<file path="config.mk">
export PLATFORM = sky130hd
export DESIGN_NAME = sockit_spi_csr
export DESIGN_NICKNAME = d
export VERILOG_FILES = /design/src/rtl/sockit_spi_csr.sv
export SDC_FILE = /design/constraint.sdc
export NUM_CORES = 1
export LEC_CHECK = 0
export BUFFER_PORTS_ARGS = -buffer_cell sky130_fd_sc_hd__buf_2
export CAP_MARGIN = 20
export CORE_ASPECT_RATIO = 0.9
export CORE_MARGIN = 4
export CORE_UTILIZATION = 50
export CTS_BUF_LIST = sky130_fd_sc_hd__clkbuf_16
export CTS_CLUSTER_SIZE = 30
export DETAILED_ROUTE_END_ITERATION = 12
export PLACE_DENSITY = 0.72
export SLEW_MARGIN = 10
export SYNTH_ARGS = -nofsm -noshare
export SYNTH_HDL_FRONTEND = slang
export SYNTH_HIERARCHICAL = 1
export SYNTH_SLANG_ARGS = --single-unit
export TNS_END_PERCENT = 10
</file>
<file path="constraint.sdc">
create_clock -name clk -period 8.65 [get_ports clk]
set_clock_uncertainty 0.1 [all_clocks]
set_input_delay 0.4325 -clock clk [delete_from_list [all_inputs] [get_ports clk]]
set_output_delay 0.4325 -clock clk [all_outputs]
set_load 0.005 [all_outputs]
</file>
<file path="src/rtl/sockit_spi_csr.sv">
// SPI master register block: bus-facing CSRs, command/response FIFOs,
// sticky maskable interrupts and a DMA task handshake.

// Synchronous FIFO with extra-MSB pointers so full and empty are distinct.
module sockit_spi_fifo #(
   parameter int unsigned DW    = 8,
   parameter int unsigned DEPTH = 4,
   localparam int unsigned AW   = $clog2(DEPTH)
)(
   input  logic          clk,
   input  logic          rst,
   input  logic          push,
   input  logic [DW-1:0] wdt,
   input  logic          pop,
   output logic [DW-1:0] rdt,
   output logic          empty,
   output logic          full,
   output logic [AW:0]   cnt
);

   logic [DW-1:0] mem [DEPTH];
   logic [AW:0]   wptr;
   logic [AW:0]   rptr;

   // Pointer update; callers guarantee push only when not full, pop only when not empty.
   // NOTE: sequential state uses <= so every register samples pre-edge values.
   always_ff @(posedge clk) begin
      if (rst) begin
         wptr <= '0;
         rptr <= '0;
      end else begin
         if (push) wptr <= wptr + 1'b1;
         if (pop)  rptr <= rptr + 1'b1;
      end
   end

   // Storage write port.
   // NOTE: the array has no reset; emptiness is tracked by the pointers alone.
   always_ff @(posedge clk) begin
      if (push) mem[wptr[AW-1:0]] <= wdt;
   end

   assign rdt   = mem[rptr[AW-1:0]];
   assign cnt   = wptr - rptr;
   assign empty = (wptr == rptr);
   assign full  = (wptr[AW] != rptr[AW]) && (wptr[AW-1:0] == rptr[AW-1:0]);

endmodule

module sockit_spi_csr #(
   parameter logic [31:0] CFG_RST = 32'h0000_0000,
   parameter logic [31:0] CFG_MSK = 32'hffff_ffff,
   parameter logic [31:0] ADR_ROF = 32'h0000_0000,
   parameter logic [31:0] ADR_WOF = 32'h0000_0000,
   parameter int unsigned CCO     = 12,
   parameter int unsigned CCI     = 4,
   parameter int unsigned CDW     = 32,
   parameter int unsigned FOD     = 4,
   parameter int unsigned FID     = 4,
   parameter int unsigned SSN     = 8
)(
   input  logic           clk,
   input  logic           rst,
   input  logic           reg_wen,
   input  logic           reg_ren,
   input  logic [2:0]     reg_adr,
   input  logic [31:0]    reg_wdt,
   output logic [31:0]    reg_rdt,
   output logic           reg_wrq,
   output logic           reg_err,
   output logic           reg_irq,
   output logic [31:0]    spi_cfg,
   output logic [31:0]    adr_rof,
   output logic [31:0]    adr_wof,
   output logic           cmo_vld,
   output logic [CCO-1:0] cmo_ctl,
   output logic [CDW-1:0] cmo_dat,
   input  logic           cmo_rdy,
   input  logic           cmi_vld,
   input  logic [CCI-1:0] cmi_ctl,
   input  logic [CDW-1:0] cmi_dat,
   output logic           cmi_rdy,
   output logic           tsk_vld,
   output logic [31:0]    tsk_ctl,
   input  logic [31:0]    tsk_sts,
   input  logic           tsk_rdy
);

   localparam int unsigned OAW = $clog2(FOD);
   localparam int unsigned IAW = $clog2(FID);

   typedef enum logic [2:0] {
      ADR_CFG = 3'd0,
      ADR_PAR = 3'd1,
      ADR_CTL = 3'd2,
      ADR_DAT = 3'd3,
      ADR_IRQ = 3'd4,
      ADR_DMA = 3'd5,
      ADR_RFO = 3'd6,
      ADR_WFO = 3'd7
   } reg_adr_t;

   reg_adr_t adr;
   assign adr = reg_adr_t'(reg_adr);

   // Registers
   logic [CDW-1:0] dat_stg;
   logic [3:0]     irq_pnd;
   logic [3:0]     irq_ena;
   logic           tsk_rdy_q;

   // FIFO plumbing
   logic           cmo_push, cmo_pop, cmo_empty, cmo_full;
   logic [OAW:0]   cmo_cnt;
   logic           cmi_push, cmi_pop, cmi_empty, cmi_full;
   logic [IAW:0]   cmi_cnt;
   logic [CCI-1:0] cmi_hctl;
   logic [CDW-1:0] cmi_hdat;

   logic           wr_en, rd_en, rd_dat;
   logic [3:0]     irq_set, irq_clr;
   logic [31:0]    par_val;
   logic [3:0]     sts_ctl;
   logic [31:0]    sts_dat;
   logic [7:0]     sts_ocnt, sts_icnt;

   // Wait request: only a full command FIFO or an unready DMA engine stalls the bus.
   // NOTE: every always_comb output gets a default first so no latch is inferred.
   always_comb begin
      reg_wrq = 1'b0;
      if (reg_wen && (adr == ADR_CTL) && cmo_full) reg_wrq = 1'b1;
      if ((reg_wen || reg_ren) && (adr == ADR_DMA) && !tsk_rdy) reg_wrq = 1'b1;
   end

   assign wr_en    = reg_wen & ~reg_wrq;
   assign rd_en    = reg_ren & ~reg_wrq;
   assign rd_dat   = rd_en & (adr == ADR_DAT);

   assign cmo_push = wr_en & (adr == ADR_CTL);
   assign cmo_pop  = cmo_vld & cmo_rdy;
   assign cmo_vld  = ~cmo_empty;

   assign cmi_rdy  = ~cmi_full;
   assign cmi_push = cmi_vld & cmi_rdy;
   assign cmi_pop  = rd_dat & ~cmi_empty;
   assign reg_err  = rd_dat & cmi_empty;

   assign tsk_vld  = wr_en & (adr == ADR_DMA);
   assign tsk_ctl  = reg_wdt;

   sockit_spi_fifo #(.DW(CCO+CDW), .DEPTH(FOD)) u_cmo (
      .clk   (clk),
      .rst   (rst),
      .push  (cmo_push),
      .wdt   ({CCO'({reg_wdt[12:8], reg_wdt[6:0]}), dat_stg}),
      .pop   (cmo_pop),
      .rdt   ({cmo_ctl, cmo_dat}),
      .empty (cmo_empty),
      .full  (cmo_full),
      .cnt   (cmo_cnt)
   );

   sockit_spi_fifo #(.DW(CCI+CDW), .DEPTH(FID)) u_cmi (
      .clk   (clk),
      .rst   (rst),
      .push  (cmi_push),
      .wdt   ({cmi_ctl, cmi_dat}),
      .pop   (cmi_pop),
      .rdt   ({cmi_hctl, cmi_hdat}),
      .empty (cmi_empty),
      .full  (cmi_full),
      .cnt   (cmi_cnt)
   );

   // Source 0 fires on the pop that leaves the command FIFO empty, so pending
   // rises in the same cycle cmo_vld falls.
   assign irq_set = {reg_err,
                     tsk_rdy & ~tsk_rdy_q,
                     cmi_push,
                     cmo_pop & ~cmo_push & (cmo_cnt == (OAW+1)'(1))};
   assign irq_clr = (wr_en && (adr == ADR_IRQ)) ? reg_wdt[3:0] : 4'b0000;
   assign reg_irq = |(irq_pnd & irq_ena);

   // CSR writes and sticky interrupt pending; a set event beats a same-cycle clear.
   always_ff @(posedge clk) begin
      if (rst) begin
         spi_cfg   <= CFG_RST;
         adr_rof   <= ADR_ROF;
         adr_wof   <= ADR_WOF;
         dat_stg   <= '0;
         irq_pnd   <= '0;
         irq_ena   <= '0;
         tsk_rdy_q <= 1'b0;
      end else begin
         if (wr_en) begin
            case (adr)
               ADR_CFG: spi_cfg <= (CFG_RST & ~CFG_MSK) | (reg_wdt & CFG_MSK);
               ADR_DAT: dat_stg <= reg_wdt[CDW-1:0];
               ADR_IRQ: irq_ena <= reg_wdt[11:8];
               ADR_RFO: adr_rof <= reg_wdt;
               ADR_WFO: adr_wof <= reg_wdt;
               default: ;
            endcase
         end
         irq_pnd   <= (irq_pnd & ~irq_clr) | irq_set;
         tsk_rdy_q <= tsk_rdy;
      end
   end

   assign par_val = {21'd0, 3'(SSN-1), 4'(IAW), 4'(OAW)};

   // Zero-extend response head and fill levels into fixed-width status fields.
   always_comb begin
      sts_ctl  = '0;
      sts_dat  = '0;
      sts_ocnt = '0;
      sts_icnt = '0;
      if (!cmi_empty) begin
         sts_ctl[CCI-1:0] = cmi_hctl;
         sts_dat[CDW-1:0] = cmi_hdat;
      end
      sts_ocnt[OAW:0] = cmo_cnt;
      sts_icnt[IAW:0] = cmi_cnt;
   end

   // Read mux, combinational from the address.
   always_comb begin
      reg_rdt = '0;
      case (adr)
         ADR_CFG: reg_rdt = spi_cfg;
         ADR_PAR: reg_rdt = par_val;
         ADR_CTL: reg_rdt = {sts_icnt, sts_ocnt, 4'b0000, sts_ctl, 4'b0000,
                             cmi_full, cmi_empty, cmo_full, cmo_empty};
         ADR_DAT: reg_rdt = sts_dat;
         ADR_IRQ: reg_rdt = {20'd0, irq_ena, 4'b0000, irq_pnd};
         ADR_DMA: reg_rdt = tsk_sts;
         ADR_RFO: reg_rdt = adr_rof;
         ADR_WFO: reg_rdt = adr_wof;
      endcase
   end

endmodule

</file>
==> results of run 1 <==
## worst paths after layout
| path | end | start | slack [ns] |
|---|---|---|---|
| max reg2reg | u_cmi/mem[1][14] | u_cmi/wptr[0] | 5.72 |
| min reg2reg | adr_rof[10] | adr_rof[10] | 0.37 |
| min | tsk_rdy_q | tsk_rdy | 0.07 |
| max | reg_rdt[15] | u_cmi/wptr[0] | 4.73 |
## cells by family (layout without fill, tap and decap cells)
logic type / Yosys count / after routing / synth area share, %
DFF: 473 / 473 / 65.0
and+or+nand+nor: 408 / 408 / 9.30
AOI/OAI and AO/OA: 254 / 254 / 7.74
buffers and inverters: 153 / 483 / 5.19
muxes: 114 / 114 / 11.3
adders and majority gates: 16 / 16 / 1.10
xor gates and xnor gates: 8 / 8 / 0.360
other: 0 / 2 / 0
## registers in the layout, summed over array words and instances, names as in the netlist, named ones only
| name | cells |
|---|---|
| dat_stg | 32 |
| spi_cfg | 32 |
| u_cmo/wptr | 3 |
| u_cmi/rptr | 3 |
| u_cmi/mem | 144 |
| adr_wof | 32 |
| irq_ena | 4 |
| u_cmo/mem | 176 |
| adr_rof | 32 |
| u_cmi/wptr | 3 |
| tsk_rdy_q | 1 |
| irq_pnd | 4 |
| u_cmo/rptr | 3 |
## per-stage QoR
stage / hold slack (ns) / util (%) / std cells / setup WS (ns)
floorplan: 0.360 / - / 1426 / 5.62
global placement: 0.352 / 54.5 / 2155 / 5.28
detailed placement: 0.360 / 54.6 / 2156 / 5.22
CTS: 0.0336 / 59.6 / 2280 / 4.76
global route: 0.0544 / 59.6 / 2283 / 4.53
finish: 0.0659 / 59.6 / 2283 / 4.73
## layer usage
| layer | track usage, % | up-vias | part of all wire, % |
|---|---|---|---|
| li1 | - | 5806 | - |
| met1 | 34.2 | 6326 | 41 |
| met2 | 39.1 | 601 | 47 |
| met3 | 6.32 | 97 | 9.0 |
| met4 | 6.80 | 2 | 2.7 |
| met5 | 0 | - | 0.026 |
## critical path, cell delays in order (launching register included)
cell	delay [ns]
sky130_fd_sc_hd__dfxtp_1	0.40
sky130_fd_sc_hd__inv_1	0.11
sky130_fd_sc_hd__ha_1	0.30
sky130_fd_sc_hd__nand2_1	0.07
sky130_fd_sc_hd__nor2_1	0.56
sky130_fd_sc_hd__buf_4	0.31
sky130_fd_sc_hd__and4bb_1	0.55
sky130_fd_sc_hd__nand2_1	0.22
sky130_fd_sc_hd__a31oi_1	0.11
sky130_fd_sc_hd__buf_2	0.19
## cell usage in the layout, fill, tap and decap left out, types with 3 or more instances in the layout
master / instances
sky130_fd_sc_hd__dlygate4sd3_1: 36
sky130_fd_sc_hd__or3b_2: 6
sky130_fd_sc_hd__a31oi_1: 20
sky130_fd_sc_hd__clkinv_1: 6
sky130_fd_sc_hd__o21ai_0: 9
sky130_fd_sc_hd__edfxtp_1: 320
sky130_fd_sc_hd__nand2_1: 292
sky130_fd_sc_hd__a22oi_1: 3
sky130_fd_sc_hd__dfxtp_2: 3
sky130_fd_sc_hd__nor2_1: 42
sky130_fd_sc_hd__xnor2_1: 6
sky130_fd_sc_hd__buf_4: 20
sky130_fd_sc_hd__nor4bb_1: 3
sky130_fd_sc_hd__and2_2: 8
sky130_fd_sc_hd__a211o_1: 19
sky130_fd_sc_hd__inv_1: 29
sky130_fd_sc_hd__nand3b_1: 6
sky130_fd_sc_hd__o32a_1: 6
sky130_fd_sc_hd__and3b_1: 3
sky130_fd_sc_hd__clkbuf_16: 48
sky130_fd_sc_hd__a21bo_2: 4
sky130_fd_sc_hd__bufinv_16: 6
sky130_fd_sc_hd__nand3_1: 10
sky130_fd_sc_hd__buf_2: 317
sky130_fd_sc_hd__dfxtp_1: 149
sky130_fd_sc_hd__and4b_1: 3
sky130_fd_sc_hd__nand2b_1: 5
sky130_fd_sc_hd__a32o_1: 5
sky130_fd_sc_hd__clkinvlp_4: 3
sky130_fd_sc_hd__ha_1: 14
sky130_fd_sc_hd__mux4_1: 10
sky130_fd_sc_hd__nor2b_1: 10
sky130_fd_sc_hd__clkinv_2: 9
sky130_fd_sc_hd__a21oi_1: 171
sky130_fd_sc_hd__mux2i_1: 31
sky130_fd_sc_hd__mux4_2: 71
## report_power, final
group / switching, mW / total (mW) / leakage (nW) / internal (mW)
sequential: 0.0362 / 2.50 / 4.18 / 2.46
clock: 0.847 / 2.04 / 0.793 / 1.19
combinational: 0.207 / 0.356 / 3.40 / 0.149
total: 1.09 / 4.89 / 8.38 / 3.81
## cell type report
class | count | area share (%)
clock inverters | 40 | 1.57
multi-input cells | 800 | 25.3
diodes | 2 | 0.0218
inverters | 20 | 0.327
repair buffers | 375 | 9.35
well taps | 525 | 2.86
flip-flops and latches | 473 | 55.3
clock buffers | 48 | 5.24
## cells in the mapped netlist (all sizes together) (3+ instances only)
cell      n  share of area, %
o32a      6              0.31
mux4     81               9.6
a32o      5              0.26
xnor2     6              0.27
inv      20              0.39
nor2     42              0.81
nand3b    6              0.23
o21ai    11              0.28
and3b     3              0.13
a211o    19              0.85
nor2b    10              0.32
a21bo     4              0.21
nand2   292               5.6
and2      9              0.29
nor4bb    3              0.15
or3b      7              0.31
buf     105               4.3
ha       14              0.90
and4bb    3              0.19
dfxtp   153                16
mux2i    31               1.6
edfxtp  320                49
and4b     3              0.15
nand3    10              0.26
clkbuf   28              0.55
a22oi     3              0.12
a31oi    20              0.64
a21oi   171               4.4
nand2b    5              0.16
==> flow_summary.ini, run 1 <==
[routing]
num_vias = 12800
route.detailed.vias_per_inst = 5.62
drt_drc_violations_left = 0
drtPass1Iterations = 6
initialDrtViolationCount = 1359
wire_per_inst_um = 23.3
antenna_violating_nets_post_route = 0
routed_wl_mm = 53.2

[pwr]
ir_worst_vdd_mv = 0.196
leakagePower_nw = 8.38
pwr_density_cell_nw_per_um2 = 213
finalPower_mw = 4.89

[critical_path]
timing.critical_path.required_ns = 8.12
critical_path.max_fanout = 18
worstSetupEndpointType = output pin
worstRegToRegCells = 8
arrival_ns = 3.38
start_kind = register
path_class = reg2out

[yosys]
synth_edf_count = 320
seq_area_frac_synth_pct = 65.0
fraction_of_registers_with_async_set_or_reset_after_synthesis_pct = 0
synth_unique_cells = 63
yosysWarningCount = 6
synth_nets = 1552
netlist_instances = 1426
syn_area_per_cell_um2 = 13.7
syn-cell-area_um2 = 19500
top_reg_cell_synth = sky130_fd_sc_hd__edfxtp_1
synth.ff_latch_count = 473

[die]
number_of_placement_rows = 68
initial_core_utilization_pct = 50.7
fp.dieH_um = 195
ios = 320
fp.dieArea_um2 = 42200
fp.dieW_um = 216
core_area_um2 = 38500

[global_routing]
grt_remaining_overflow = 0
grt_first_pass_wirelength_mm = 79.2
track_usage_pct = 24.6
first_global_vias = 12500
antenna_found_initial = 3
largest_net_degree_at_the_start_of_global_routing = 108

[timing]
maxSlewViolCount = 0
grt_setup_unrepaired = false
post_layout_min_period_ns = 3.92
final-setup-viol-count = 0
final.period_utilization_pct = 45.3
hold_violations = 0
tns_ns = 0
achievable-frequency_mhz = 255
max_slew_margin_pct = 26.0
timing_worst_slew_pin_value_ns = 1.11

[clock_tree]
tritoncts_clock_tree = built
cts-root-to-sink-buffers = 3
cts.sink_count = 473
clock_pin_slew_on_the_worst_setup_and_hold_paths_ns = 0.07
cts.hold.buffers_added = 36
clockRootBuffer = sky130_fd_sc_hd__clkbuf_16
cts_resized = 0
post-cts-setup-buffer-count = 0
numCtsBuffers = 47
ctsHtreeMaxLevel = 2
clock_insertion_delay_worst_skew_ns = 0.56

[placement]
dpl_cell_area_um2 = 21000
dp.final_hpwl_mm = 34.6
gp_congestion = 0.926
numPortBuffers = 319

[layout]
synthToLayoutAreaGrowth_pct = 17.7
final_design_area_no_fill_um2 = 22900
layout-drive-gt1-share_pct = 29.2
final.fill_count = 3028
sequential_cell_area_um2 = 12700
multi_input_comb_area_um2 = 5810
nets = 1843

[min_path]
hold_class = in2reg
worst_hold_path.num_cells = 2

[run_status]
outcome = complete, no violations

[job]
maxCapViolations = 0
Note: power is estimated with default switching activity, not from simulation.
==> run 2: changes to the inputs <==
==> constraint.sdc (replaced) <==
create_clock -name clk -period 3.9 [get_ports clk]
set_clock_uncertainty 0.1 [all_clocks]
set_input_delay 0.195 -clock clk [delete_from_list [all_inputs] [get_ports clk]]
set_output_delay 0.195 -clock clk [all_outputs]
set_load 0.005 [all_outputs]
==> run 2 against run 1 <==
Critical endpoint is now reg_rdt[7]; combinational power rose by 130%; critical path depth fell by 1; non-clock buffer count rose by 41; clock power rose by 130%; global-route usage rose by 0.46 points; clock-buffer cell count did not move; register-to-register slack got worse by 4.6 ns; worst hold slack got worse by 0.013 ns; flip-flop and latch count did not move; highest routed layer unchanged; sequential power rose by 120%.
==> flow_summary.ini, run 2 (same netlist as run 1, synthesis figures left out) <==
[run_status]
outcome = complete, no violations

[clock_tree]
cts.hold.buffers_added = 73
numCtsBuffers = 47
clock_pin_slew_on_the_worst_setup_and_hold_paths_ns = 0.06
cts.sink_count = 473
post-cts-setup-buffer-count = 0
tritoncts_clock_tree = built
clockRootBuffer = sky130_fd_sc_hd__clkbuf_16
clock_insertion_delay_worst_skew_ns = 0.56
ctsHtreeMaxLevel = 2
cts_resized = 0
cts-root-to-sink-buffers = 3

[critical_path]
critical_path.max_fanout = 18
timing.critical_path.required_ns = 3.61
arrival_ns = 3.01
start_kind = register
worstSetupEndpointType = output pin
path_class = reg2out
rrSetupSlack_ns = 1.16

[global_routing]
grt_busiest_layer = met2
grt_first_pass_wirelength_mm = 81.0
track_usage_pct = 25.1
routing_usage_on_met3_pct = 5.94
largest_net_degree_at_the_start_of_global_routing = 65
grt_remaining_overflow = 0
first_global_vias = 13000
globalRouteMet1Util_pct = 35.7
global_route.usage.met2_pct = 39.0
antenna_found_initial = 1

[layout]
nets = 1884
layout-drive-gt1-share_pct = 28.7
synthToLayoutAreaGrowth_pct = 19.9
multi_input_comb_area_um2 = 5810
final_common_cell = sky130_fd_sc_hd__edfxtp_1
largest_register_ffs = 176
leading_cell_types_in_the_layout_fill_and_taps_excluded = 320 x sky130_fd_sc_hd__edfxtp_1, 317 x sky130_fd_sc_hd__buf_2, 292 x sky130_fd_sc_hd__nand2_1
num_antenna_cells = 0
sequential_cell_area_um2 = 12700
final_core_utilization_pct = 60.7
final.fill_count = 2989

[timing]
timing_worst_slew_pin_value_ns = 1.10
grt_setup_unrepaired = false
achievable-frequency_mhz = 303
tns_ns = 0
post_layout_min_period_ns = 3.30
maxSlewViolCount = 0
final-setup-viol-count = 0
hold_violations = 0
max_slew_margin_pct = 26.6
final.period_utilization_pct = 84.7

[routing]
routed_wl_mm = 54.5
num_vias = 13300
drt_drc_violations_left = 0
initialDrtViolationCount = 1543
wire_per_inst_um = 23.5
antenna_violating_nets_post_route = 0
drtPass1Iterations = 5
route.detailed.vias_per_inst = 5.72

[placement]
numPortBuffers = 319
gp_congestion = 0.938
dp.final_hpwl_mm = 36.2

[pwr]
leakagePower_nw = 8.56
pwr_density_cell_nw_per_um2 = 473
ir_worst_vdd_mv = 0.299

[die]
fp.dieH_um = 195
fp.dieW_um = 216
fp.dieArea_um2 = 42200
core_area_um2 = 38500
number_of_placement_rows = 68
ios = 320
initial_core_utilization_pct = 50.7

[job]
maxCapViolations = 0

[min_path]
hold_class = in2reg
==> run 2: cell count changes in the layout (fill, tap and decap cells not counted), moves of 2 or more <==
cell	change
sky130_fd_sc_hd__clkinv_2	-4
sky130_fd_sc_hd__clkinv_4	-2
sky130_fd_sc_hd__clkinv_1	+2
sky130_fd_sc_hd__buf_4	+5
sky130_fd_sc_hd__bufinv_16	+2
sky130_fd_sc_hd__dlygate4sd3_1	+37
sky130_fd_sc_hd__diode_2	-2
sky130_fd_sc_hd__clkinvlp_4	+2
==> run 2: layer usage <==
layer  vias up  routed length (µm)
li1       5894                   -
met1      6519               21800
met2       745               25300
met3       115                5620
met4         2                1760
met5         -                   7
==> run 2: area by class of cell <==
cell class                 instances  share of cell area (%)
sequential                       473                    54.3
multi-input combinational        800                    24.9
timing repair buffer             416                    10.8
clock buffer                      48                    5.14
tap                              525                    2.81
clock inverter                    40                    1.75
inverter                          20                   0.321
==> run 2: through the flow <==
stage          setup slack, ns  cells  power [mW]  hold WS [ns]  cell area (µm²)
2_1_floorplan            0.866   1426        6.08         0.164            19500
3_3_place_gp              1.29   2161        6.40         0.308            21000
3_5_place_dp              1.21   2161        6.42         0.314            21000
4_1_cts                  0.629   2322        11.1        0.0323            23400
5_1_grt                  0.480   2322        11.4        0.0744            23400
6_report                 0.597   2322        11.0        0.0533            23400
==> run 2: where the power goes <==
part           internal (mW)  leakage (nW)  switching (mW)
combinational          0.357          3.57           0.463
sequential              5.47          4.18          0.0845
clock                   2.77         0.806            1.90
total                   8.60          8.56            2.44
==> run 2: worst max-delay path: stages, from the launching register on <==
cell	delay, ns
sky130_fd_sc_hd__dfxtp_1	0.40
sky130_fd_sc_hd__inv_1	0.11
sky130_fd_sc_hd__ha_1	0.32
sky130_fd_sc_hd__nand2_1	0.10
sky130_fd_sc_hd__nor2_1	0.06
sky130_fd_sc_hd__and4bb_1	0.92
sky130_fd_sc_hd__nand2_1	0.16
sky130_fd_sc_hd__a31oi_1	0.25
sky130_fd_sc_hd__buf_2	0.15
==> run 2: path summary, 6_finish.rpt <==
| check | endpoint | start | cells past startpoint |
|---|---|---|---|
| setup / recovery | reg_rdt[7] | u_cmi/wptr[0] | 8 |
| hold / removal | irq_pnd[0] | cmo_rdy | 4 |
| setup reg to reg | u_cmi/mem[3][20] | u_cmi/wptr[0] | 8 |
| hold reg to reg | adr_wof[2] | adr_wof[2] | 2 |
